===== src/rtl/sram_arb_pkg.sv =====
// Shared definitions for the two-client SRAM port arbiter: phase encoding,
// default bus widths and the client-index type.
package sram_arb_pkg;

    localparam int AW_DEF = 5;
    localparam int DW_DEF = 8;
    localparam int CID_W  = 1;

    typedef logic [CID_W-1:0] cid_t;

    typedef enum logic [1:0] {
        IDLE   = 2'b00,
        SETUP  = 2'b01,
        STROBE = 2'b10,
        HOLD   = 2'b11
    } state_t;

endpackage


===== src/rtl/sram_port_arbiter_if.sv =====
// Client handshakes plus the SRAM pin bundle. The master modport is the arbiter's
// view; the slave modport is the surrounding clients and the SRAM chip.
interface sram_port_arbiter_if
    import sram_arb_pkg::*;
#(
    parameter int AW = AW_DEF,
    parameter int DW = DW_DEF
);

    logic          req0;
    logic          we0;
    logic [AW-1:0] addr0;
    logic [DW-1:0] wdata0;
    logic          ack0;

    logic          req1;
    logic          we1;
    logic [AW-1:0] addr1;
    logic [DW-1:0] wdata1;
    logic          ack1;

    logic [DW-1:0] rdata;

    logic [AW-1:0] sram_addr;
    logic [DW-1:0] sram_wdata;
    logic [DW-1:0] sram_rdata;
    logic          sram_cs;
    logic          sram_oe;
    logic          sram_we;

    logic          busy;
    cid_t          grant_id;

    modport master (
        input  req0, we0, addr0, wdata0,
        input  req1, we1, addr1, wdata1,
        input  sram_rdata,
        output ack0, ack1, rdata,
        output sram_addr, sram_wdata, sram_cs, sram_oe, sram_we,
        output busy, grant_id
    );

    modport slave (
        output req0, we0, addr0, wdata0,
        output req1, we1, addr1, wdata1,
        output sram_rdata,
        input  ack0, ack1, rdata,
        input  sram_addr, sram_wdata, sram_cs, sram_oe, sram_we,
        input  busy, grant_id
    );

endinterface


===== src/rtl/sram_arb_grant.sv =====
// Combinational winner selection: the pointer client wins if it is requesting,
// otherwise the other client. A constant pointer of 0 gives fixed priority.
module sram_arb_grant
    import sram_arb_pkg::*;
(
    input  logic req0,
    input  logic req1,
    input  cid_t ptr,
    output cid_t winner,
    output logic valid
);

    logic ptr_req;

    always_comb begin
        // NOTE: every output gets a value before any branch, so no path leaves
        // a variable unassigned and no latch is inferred.
        valid   = req0 | req1;
        winner  = ptr;
        ptr_req = (ptr == 1'b1) ? req1 : req0;
        if (!ptr_req) begin
            winner = ~ptr;
        end
    end

endmodule


===== src/rtl/sram_port_arbiter.sv =====
// Two-client arbiter for a 32x8 async SRAM; every access runs SETUP/STROBE/HOLD.
// Define SRAM_ARB_ROUND_ROBIN_EN for alternating priority; default is fixed priority to client 0.
module sram_port_arbiter
    import sram_arb_pkg::*;
#(
    parameter int AW = AW_DEF,
    parameter int DW = DW_DEF
) (
    input logic                 clk,
    input logic                 reset,
    sram_port_arbiter_if.master bus
);

    state_t        state;
    logic          cmd_we;
    cid_t          ptr;
    cid_t          winner;
    logic          win_valid;
    logic          win_we;
    logic [AW-1:0] win_addr;
    logic [DW-1:0] win_wdata;

`ifdef SRAM_ARB_ROUND_ROBIN_EN
    // Pointer moves to the client that was not just served, on its ack cycle.
    always_ff @(posedge clk) begin
        if (reset) begin
            ptr <= '0;
        end else if (state == HOLD) begin
            ptr <= ~bus.grant_id;
        end
    end
`else
    assign ptr = '0;
`endif

    sram_arb_grant u_grant (
        .req0   (bus.req0),
        .req1   (bus.req1),
        .ptr    (ptr),
        .winner (winner),
        .valid  (win_valid)
    );

    always_comb begin
        win_we    = bus.we0;
        win_addr  = bus.addr0;
        win_wdata = bus.wdata0;
        if (winner == 1'b1) begin
            win_we    = bus.we1;
            win_addr  = bus.addr1;
            win_wdata = bus.wdata1;
        end
    end

    // sram_addr/sram_wdata double as the latched command; only the direction
    // needs its own register.
    always_ff @(posedge clk) begin
        if (reset) begin
            state          <= IDLE;
            cmd_we         <= 1'b0;
            bus.ack0       <= 1'b0;
            bus.ack1       <= 1'b0;
            bus.rdata      <= '0;
            bus.sram_addr  <= '0;
            bus.sram_wdata <= '0;
            bus.sram_cs    <= 1'b0;
            bus.sram_oe    <= 1'b0;
            bus.sram_we    <= 1'b0;
            bus.busy       <= 1'b0;
            bus.grant_id   <= '0;
        end else begin
            // NOTE: non-blocking assignments throughout, so every register here
            // updates from the values present before this clock edge.
            bus.ack0 <= 1'b0;
            bus.ack1 <= 1'b0;
            case (state)
                IDLE: begin
                    bus.sram_cs <= 1'b0;
                    bus.sram_oe <= 1'b0;
                    bus.sram_we <= 1'b0;
                    if (win_valid) begin
                        state         <= SETUP;
                        bus.busy      <= 1'b1;
                        bus.grant_id  <= winner;
                        cmd_we        <= win_we;
                        bus.sram_addr <= win_addr;
                        if (win_we) begin
                            bus.sram_wdata <= win_wdata;
                        end
                        bus.sram_cs   <= 1'b1;
                        bus.sram_oe   <= ~win_we;
                    end
                end
                SETUP: begin
                    state       <= STROBE;
                    bus.sram_oe <= ~cmd_we;
                    bus.sram_we <= cmd_we;
                end
                STROBE: begin
                    state       <= HOLD;
                    bus.sram_oe <= 1'b0;
                    bus.sram_we <= 1'b0;
                    if (!cmd_we) begin
                        bus.rdata <= bus.sram_rdata;
                    end
                    bus.ack0    <= (bus.grant_id == 1'b0);
                    bus.ack1    <= (bus.grant_id == 1'b1);
                end
                HOLD: begin
                    state       <= IDLE;
                    bus.busy    <= 1'b0;
                    bus.sram_cs <= 1'b0;
                    bus.sram_oe <= 1'b0;
                    bus.sram_we <= 1'b0;
                end
                default: begin
                    state       <= IDLE;
                    bus.busy    <= 1'b0;
                    bus.sram_cs <= 1'b0;
                    bus.sram_oe <= 1'b0;
                    bus.sram_we <= 1'b0;
                end
            endcase
        end
    end

endmodule

===== src/flat_wrapper.sv =====
// flat-port wrapper written by rule: the top's interface ports become plain ports
module sram_port_arbiter_flat import sram_arb_pkg::*;
#(
    parameter int AW = AW_DEF,
    parameter int DW = DW_DEF
)
  (clk, reset, bus_req0, bus_we0, bus_addr0, bus_wdata0, bus_req1, bus_we1, bus_addr1, bus_wdata1, bus_sram_rdata, bus_ack0, bus_ack1, bus_rdata, bus_sram_addr, bus_sram_wdata, bus_sram_cs, bus_sram_oe, bus_sram_we, bus_busy, bus_grant_id);
  sram_port_arbiter_if #(.AW(AW), .DW(DW)) bus_i ();
  input logic clk;
  input logic reset;
  input wire logic [$bits(bus_i.req0)-1:0] bus_req0;
  input wire logic [$bits(bus_i.we0)-1:0] bus_we0;
  input wire logic [$bits(bus_i.addr0)-1:0] bus_addr0;
  input wire logic [$bits(bus_i.wdata0)-1:0] bus_wdata0;
  input wire logic [$bits(bus_i.req1)-1:0] bus_req1;
  input wire logic [$bits(bus_i.we1)-1:0] bus_we1;
  input wire logic [$bits(bus_i.addr1)-1:0] bus_addr1;
  input wire logic [$bits(bus_i.wdata1)-1:0] bus_wdata1;
  input wire logic [$bits(bus_i.sram_rdata)-1:0] bus_sram_rdata;
  output wire logic [$bits(bus_i.ack0)-1:0] bus_ack0;
  output wire logic [$bits(bus_i.ack1)-1:0] bus_ack1;
  output wire logic [$bits(bus_i.rdata)-1:0] bus_rdata;
  output wire logic [$bits(bus_i.sram_addr)-1:0] bus_sram_addr;
  output wire logic [$bits(bus_i.sram_wdata)-1:0] bus_sram_wdata;
  output wire logic [$bits(bus_i.sram_cs)-1:0] bus_sram_cs;
  output wire logic [$bits(bus_i.sram_oe)-1:0] bus_sram_oe;
  output wire logic [$bits(bus_i.sram_we)-1:0] bus_sram_we;
  output wire logic [$bits(bus_i.busy)-1:0] bus_busy;
  output wire logic [$bits(bus_i.grant_id)-1:0] bus_grant_id;
  assign bus_i.req0 = bus_req0;
  assign bus_i.we0 = bus_we0;
  assign bus_i.addr0 = bus_addr0;
  assign bus_i.wdata0 = bus_wdata0;
  assign bus_i.req1 = bus_req1;
  assign bus_i.we1 = bus_we1;
  assign bus_i.addr1 = bus_addr1;
  assign bus_i.wdata1 = bus_wdata1;
  assign bus_i.sram_rdata = bus_sram_rdata;
  assign bus_ack0 = bus_i.ack0;
  assign bus_ack1 = bus_i.ack1;
  assign bus_rdata = bus_i.rdata;
  assign bus_sram_addr = bus_i.sram_addr;
  assign bus_sram_wdata = bus_i.sram_wdata;
  assign bus_sram_cs = bus_i.sram_cs;
  assign bus_sram_oe = bus_i.sram_oe;
  assign bus_sram_we = bus_i.sram_we;
  assign bus_busy = bus_i.busy;
  assign bus_grant_id = bus_i.grant_id;
  sram_port_arbiter #(.AW(AW), .DW(DW)) u_core (.clk(clk), .reset(reset), .bus(bus_i));
endmodule

===== config.mk =====
export PLATFORM = sky130hd
export DESIGN_NAME = sram_port_arbiter_flat
export DESIGN_NICKNAME = d
export VERILOG_FILES = /design/src/rtl/sram_arb_pkg.sv /design/src/rtl/sram_port_arbiter_if.sv /design/src/rtl/sram_arb_grant.sv /design/src/rtl/sram_port_arbiter.sv /design/src/flat_wrapper.sv
export SDC_FILE = /design/constraint.sdc
export NUM_CORES = 1
export LEC_CHECK = 0
export CAP_MARGIN = 30
export CELL_PAD_IN_SITES_DETAIL_PLACEMENT = 0
export CELL_PAD_IN_SITES_GLOBAL_PLACEMENT = 1
export CORE_ASPECT_RATIO = 0.7
export CORE_MARGIN = 2
export CORE_UTILIZATION = 31
export CTS_CLUSTER_SIZE = 12
export DETAILED_ROUTE_END_ITERATION = 6
export PLACE_DENSITY_LB_ADDON = 0.1
export SETUP_SLACK_MARGIN = 0.2
export SLEW_MARGIN = 5
export SYNTH_ARGS = -nofsm -noshare
export SYNTH_HDL_FRONTEND = slang
export SYNTH_SLANG_ARGS = --single-unit

===== constraint.sdc =====
create_clock -name clk -period 3.24 [get_ports clk]
set_input_delay 0.486 -clock clk [delete_from_list [all_inputs] [get_ports clk]]
set_output_delay 0.486 -clock clk [all_outputs]
set_load 0.005 [all_outputs]

### After elaboration in Yosys (flattened, before gate mapping)

Index checks and enable logic that the tools add are counted.

* eq/ne operators: 4
* mux-type cells: 13
* bitwise logic cells: 5
* reduce and logical (&&, ||, !) cells: 9

Operators by type and width (count)
* 8-bit two-way mux: 1
* 2-bit case mux with 4 select lines: 1
* 1-bit case mux with 2 select lines: 3
* 2-bit AND reduction: 3
* 1-bit two-way mux: 5
* 5-bit two-way mux: 1
* 2-bit equality test (second input constant): 2
* 1-bit NOT: 4
* 2-bit OR reduction: 2
* 1-bit case mux with 3 select lines: 1
* 3-bit AND reduction: 1
* 3-bit OR reduction: 1
* 2-bit by 1-bit equality test with 1-bit output (second input constant): 1
* 2-bit zero test: 1
* 2-bit two-way mux: 1
* 2-bit inequality test (second input constant): 1
* 2-bit nonzero test: 1
* 1-bit OR: 1

* flip-flop bits (word level): 31
* logic and storage cells: 43

### Longest topological paths before layout

* word-level depth: 4
* mapped depth: 6
* gate-level depth less buffers: 5

### Modules after synthesis

From an unflattened synthesis, not the netlist that was laid out.

* cells, all modules: 143
* area total of the unflattened synthesis: 1390.1 sq um

By module, submodules not included
* sram_port_arbiter: times used 1, cells an instance 140, area each 1370.1 sq um
* sram_arb_grant: times used 1, cells an instance 3, area each 20.0 sq um

### Worst setup path after synthesis

Ideal clock, no wire load.

* path type: register to register
* start: register u_core.state[0]
* end: register u_core.bus.sram_wdata[0]
* slack: 1.877 ns
* library setup time: 0.091 ns
* data required time: 3.149 ns
* data arrival time: 1.272 ns
* cell stages (with the launch flop): 7
* buffers on the path: 1
* cell sequence: dfxtp_1 inv_1 ha_1 and3_1 clkbuf_1 nor3_1 a311oi_1

* cells in the longest elaborated chain, start to end: 2

RTL lines
* start, declared: line sram_port_arbiter.sv:14 `state_t state;`
* start signal, assigned: line sram_port_arbiter.sv:59 `state <= IDLE;`
* start signal, assigned: line sram_port_arbiter.sv:82 `state <= SETUP;`
* start signal, assigned: line sram_port_arbiter.sv:95 `state <= STROBE;`
* 2-bit zero test: line sram_port_arbiter.sv:76 `case (state)`
* 3-bit AND reduction (no line)
* end signal, assigned: line sram_port_arbiter.sv:88 `bus.sram_wdata <= win_wdata;`
* end, declared: line sram_port_arbiter_if.sv:39 `output sram_addr, sram_wdata, sram_cs, sram_oe, sram_we,`

No other way between the ends.
A chain may end at the register's enable or synchronous reset.

### Final worst setup path

* start: register u_core.state[0]
* end: register u_core.bus.rdata[3]

* cells in the longest elaborated chain, start to end: 2

RTL lines
* 2-bit equality test: line sram_port_arbiter.sv:76
* 2-bit AND reduction (no line)
* end signal, assigned: line sram_port_arbiter.sv:104 `bus.rdata <= bus.sram_rdata;`
* end, declared: line sram_port_arbiter_if.sv:38 `output ack0, ack1, rdata,`

No other way between the ends.

==> results.json <==
{
  "outcome": "complete, no violations",
  "ff2ff_path_depth": 5,
  "fmax_mhz": 518,
  "relSlewSlack_pct": 39.1,
  "met3_usage_pct": 6.41,
  "netlist_area_um2": 1370,
  "ys_seq_area_share_pct": 45.3,
  "grt_max_degree": 26,
  "synth_ff_type": "dfxtp_1",
  "fin_util_pct": 50.7,
  "pwr-share-clk_pct": 19.5,
  "drt_iter0_markers": 37,
  "cts.htree.levels": 2,
  "postSynthAreaPerCell_um2": 9.51,
  "skew_ns": 0.00187,
  "synth_cells": 144,
  "synth_edf_count": 0,
  "worstSetupEndpointType": "register",
  "die_w_um": 83.4,
  "coreArea_um2": 4300,
  "fin_area_um2": 2180,
  "min_to": "u_core.bus.sram_cs",
  "power_uw": 1420,
  "die-area_um2": 4970,
  "antenna_found_initial": 0,
  "drtPass1Iterations": 4,
  "wl_per_cell_um": 13.2,
  "ys_warn_count": 0,
  "grt_pass1_wl_mm": 5.81,
  "nets": 256,
  "grt_util_met2_pct": 23.7,
  "powerDensity_nw_per_um2": 653,
  "grtUsageTotal_pct": 15.0,
  "cts_tree": "yes",
  "critPathMaxFanout": 8,
  "leakagePower_uw": 0.000814,
  "n_antenna_cell": 0,
  "port_buffers": 67,
  "hold_start": "u_core.bus.sram_cs",
  "pwr-share-seq_pct": 38.2,
  "numPlacedInstances": 258,
  "irDropWorstVdd_mv": 0.260,
  "finalMaxSlewViolations": 0,
  "min_path_type": "reg -> reg",
  "start_util_pct": 31.8,
  "numClockSinks": 31,
  "cts_buffers": 5,
  "clkTransAtPathRegs_ns": 0.06,
  "timing.rr.start": "u_core.state[0]",
  "swShare_pct": 31.5,
  "setup_tns_ns": 0,
  "clockBufferDepth": 2,
  "row_count": 20,
  "worst_ep_required_time_ns": 3.39,
  "r2r_end": "u_core.bus.rdata[3]",
  "min_period_ns": 1.93,
  "cts_hold_buf": 0,
  "grt-busiest-layer": "met2",
  "finalWirelength_mm": 3.52,
  "grt_setup_unrepaired": "false",
  "clock_latency_ns": 0.27,
  "postPlaceCellArea_um2": 2100,
  "drive_above_1_share_pct": 5.21,
  "use_met1_pct": 18.5,
  "r2r_setup_slack_ns": 1.31,
  "arrival_ns": 2.08,
  "drc": 0,
  "gp_congestion": 0.705,
  "ios": 68,
  "async_flop_share_pct": 0,
  "die_h_um": 59.6,
  "hpwlAfterDp_mm": 2.64,
  "start_kind": "register",
  "synth_cell_types": 27,
  "cts_root_buffer": "clkbuf_8",
  "ys_ff_latch": 31,
  "worst_pin_slew_ns": 0.912,
  "hold_viol_final": 0,
  "maxCapViolCount": 0,
  "grt_overflow": 0,
  "post_cts_buffers": 0,
  "vias_per_cell": 4.85,
  "cts_resized": 0,
  "nFillCells": 423,
  "min_path_cells": 2,
  "syn_to_final_growth_pct": 59.3,
  "path_class": "reg -> reg",
  "first_global_vias": 1281,
  "p_sw_uw": 448,
  "comb_power_share_pct": 42.3,
  "dr_total_vias": 1290,
  "intPower_uw": 975,
  "stdcell_count": 266,
  "setup_violations": 0,
  "fin_crit_sh_pct": 59.6,
  "drtAntennaViolNets": 0,
  "synth.net_count": 190
}
[per-stage QoR]
| step | worst slack (ns) | hold slack [ns] |
|---|---|---|
| final | 1.31 | 0.472 |
| after global routing | 1.19 | 0.525 |
| after CTS | 1.29 | 0.481 |
| after detailed placement | 1.19 | 0.469 |
| after global placement | 1.16 | 0.452 |
| after floorplan | 1.88 | 0.456 |
[synth_stat cells (2+ instances only)]
master / number / area (µm²)
inv_1: 3 / 11.3
a21oi_1: 4 / 20.0
a311oi_1: 8 / 70.1
buf_2: 5 / 25.0
nor3b_1: 2 / 15.0
nor2b_1: 2 / 12.5
dfxtp_1: 31 / 621
nor3_1: 8 / 40.0
nand2_1: 2 / 7.51
clkbuf_1: 5 / 18.8
o21ai_1: 9 / 45.0
nand2b_1: 9 / 56.3
nor2_1: 18 / 67.6
a211oi_1: 7 / 52.6
ha_1: 6 / 75.1
mux2i_1: 14 / 140
[flip-flops by register name, summed over array words and instances, names as in the netlist]
name,cells
u_core.bus.sram_we,1
u_core.bus.sram_oe,1
u_core.cmd_we,1
u_core.bus.sram_addr,5
u_core.bus.ack1,1
u_core.bus.grant_id,1
u_core.bus.sram_wdata,8
u_core.bus.rdata,8
u_core.state,2
u_core.bus.busy,1
u_core.bus.sram_cs,1
u_core.bus.ack0,1
[critical path: stages, from the launching register on]
cell	delay, ns
dfxtp_1	0.33
inv_1	0.15
ha_1	0.22
nor2b_1	0.74
mux2i_1	0.30
nor2_1	0.06
[final cells by class]
| cell class | count | area (µm²) | area share (%) |
|---|---|---|---|
| Sequential cell | 31 | 621 | 28.5 |
| Clock buffer | 7 | 76.3 | 3.50 |
| Multi-Input combinational cell | 100 | 693 | 31.8 |
| Inverter | 3 | 11.3 | 0.516 |
| Tap cell | 55 | 68.8 | 3.16 |
| Clock inverter | 1 | 5.00 | 0.229 |
| Timing Repair Buffer | 69 | 706 | 32.4 |
[layout by cell type (no fill, tap or decap), drive strengths merged]
| master | count |
|---|---|
| o21ai | 10 |
| nor2b | 2 |
| nor3 | 8 |
| nand2 | 2 |
| inv | 3 |
| and4b | 1 |
| o21a | 1 |
| mux2i | 14 |
| o22ai | 1 |
| clkdlybuf4s50 | 67 |
| a21oi | 4 |
| and3 | 1 |
| nor2 | 18 |
| a211oi | 7 |
| nor3b | 3 |
| or3b | 1 |
| clkinv | 1 |
| nand2b | 9 |
| clkbuf | 7 |
| nor4b | 1 |
| nand3b | 1 |
| a311oi | 8 |
| buf | 2 |
| dfxtp | 31 |
| ha | 6 |
| and3b | 1 |
| or2 | 1 |
[metal layers]
layer | up-vias | wire length [µm] | share of wire, %
met5 | - | 0 | 0
met2 | 39 | 1580 | 45
met1 | 603 | 1640 | 47
li1 | 644 | - | -
met3 | 4 | 261 | 7.4
met4 | 0 | 32 | 0.91
[kinds of logic (layout without fill, tap and decap cells)]
family | count (synthesis) | count (layout) | share of synthesized area [%]
AOI/OAI and AO/OA | 31 | 31 | 15.1
adders and majority gates | 6 | 6 | 5.48
buffers and inverters | 13 | 80 | 4.02
DFF | 31 | 31 | 45.3
muxes | 14 | 14 | 10.2
and+or+nand+nor | 49 | 49 | 19.8
[worst max-delay path by stage]
stage	slack (ns)	start	to	cells past startpoint
floorplan	1.88	u_core.state[0]	u_core.bus.sram_wdata[0]	6
global placement	1.16	reset	u_core.bus.ack1	2
detailed placement	1.19	bus_req0	u_core.bus.sram_wdata[7]	5
CTS	1.29	u_core.state[0]	u_core.bus.rdata[3]	5
global route	1.19	u_core.state[0]	u_core.bus.rdata[3]	5
finish	1.31	u_core.state[0]	u_core.bus.rdata[3]	5
[power groups by stage]
| stage | Clock (µW) | Combinational (µW) | Sequential, µW |
|---|---|---|---|
| 3_5_place_dp | 0 | 610 | 552 |
| 6_report | 278 | 602 | 544 |
| 5_1_grt | 311 | 674 | 558 |
| 2_1_floorplan | 0 | 320 | 552 |
| 4_1_cts | 290 | 611 | 547 |
| 3_3_place_gp | 0 | 593 | 547 |
Note: power is estimated with default switching activity, not from simulation.
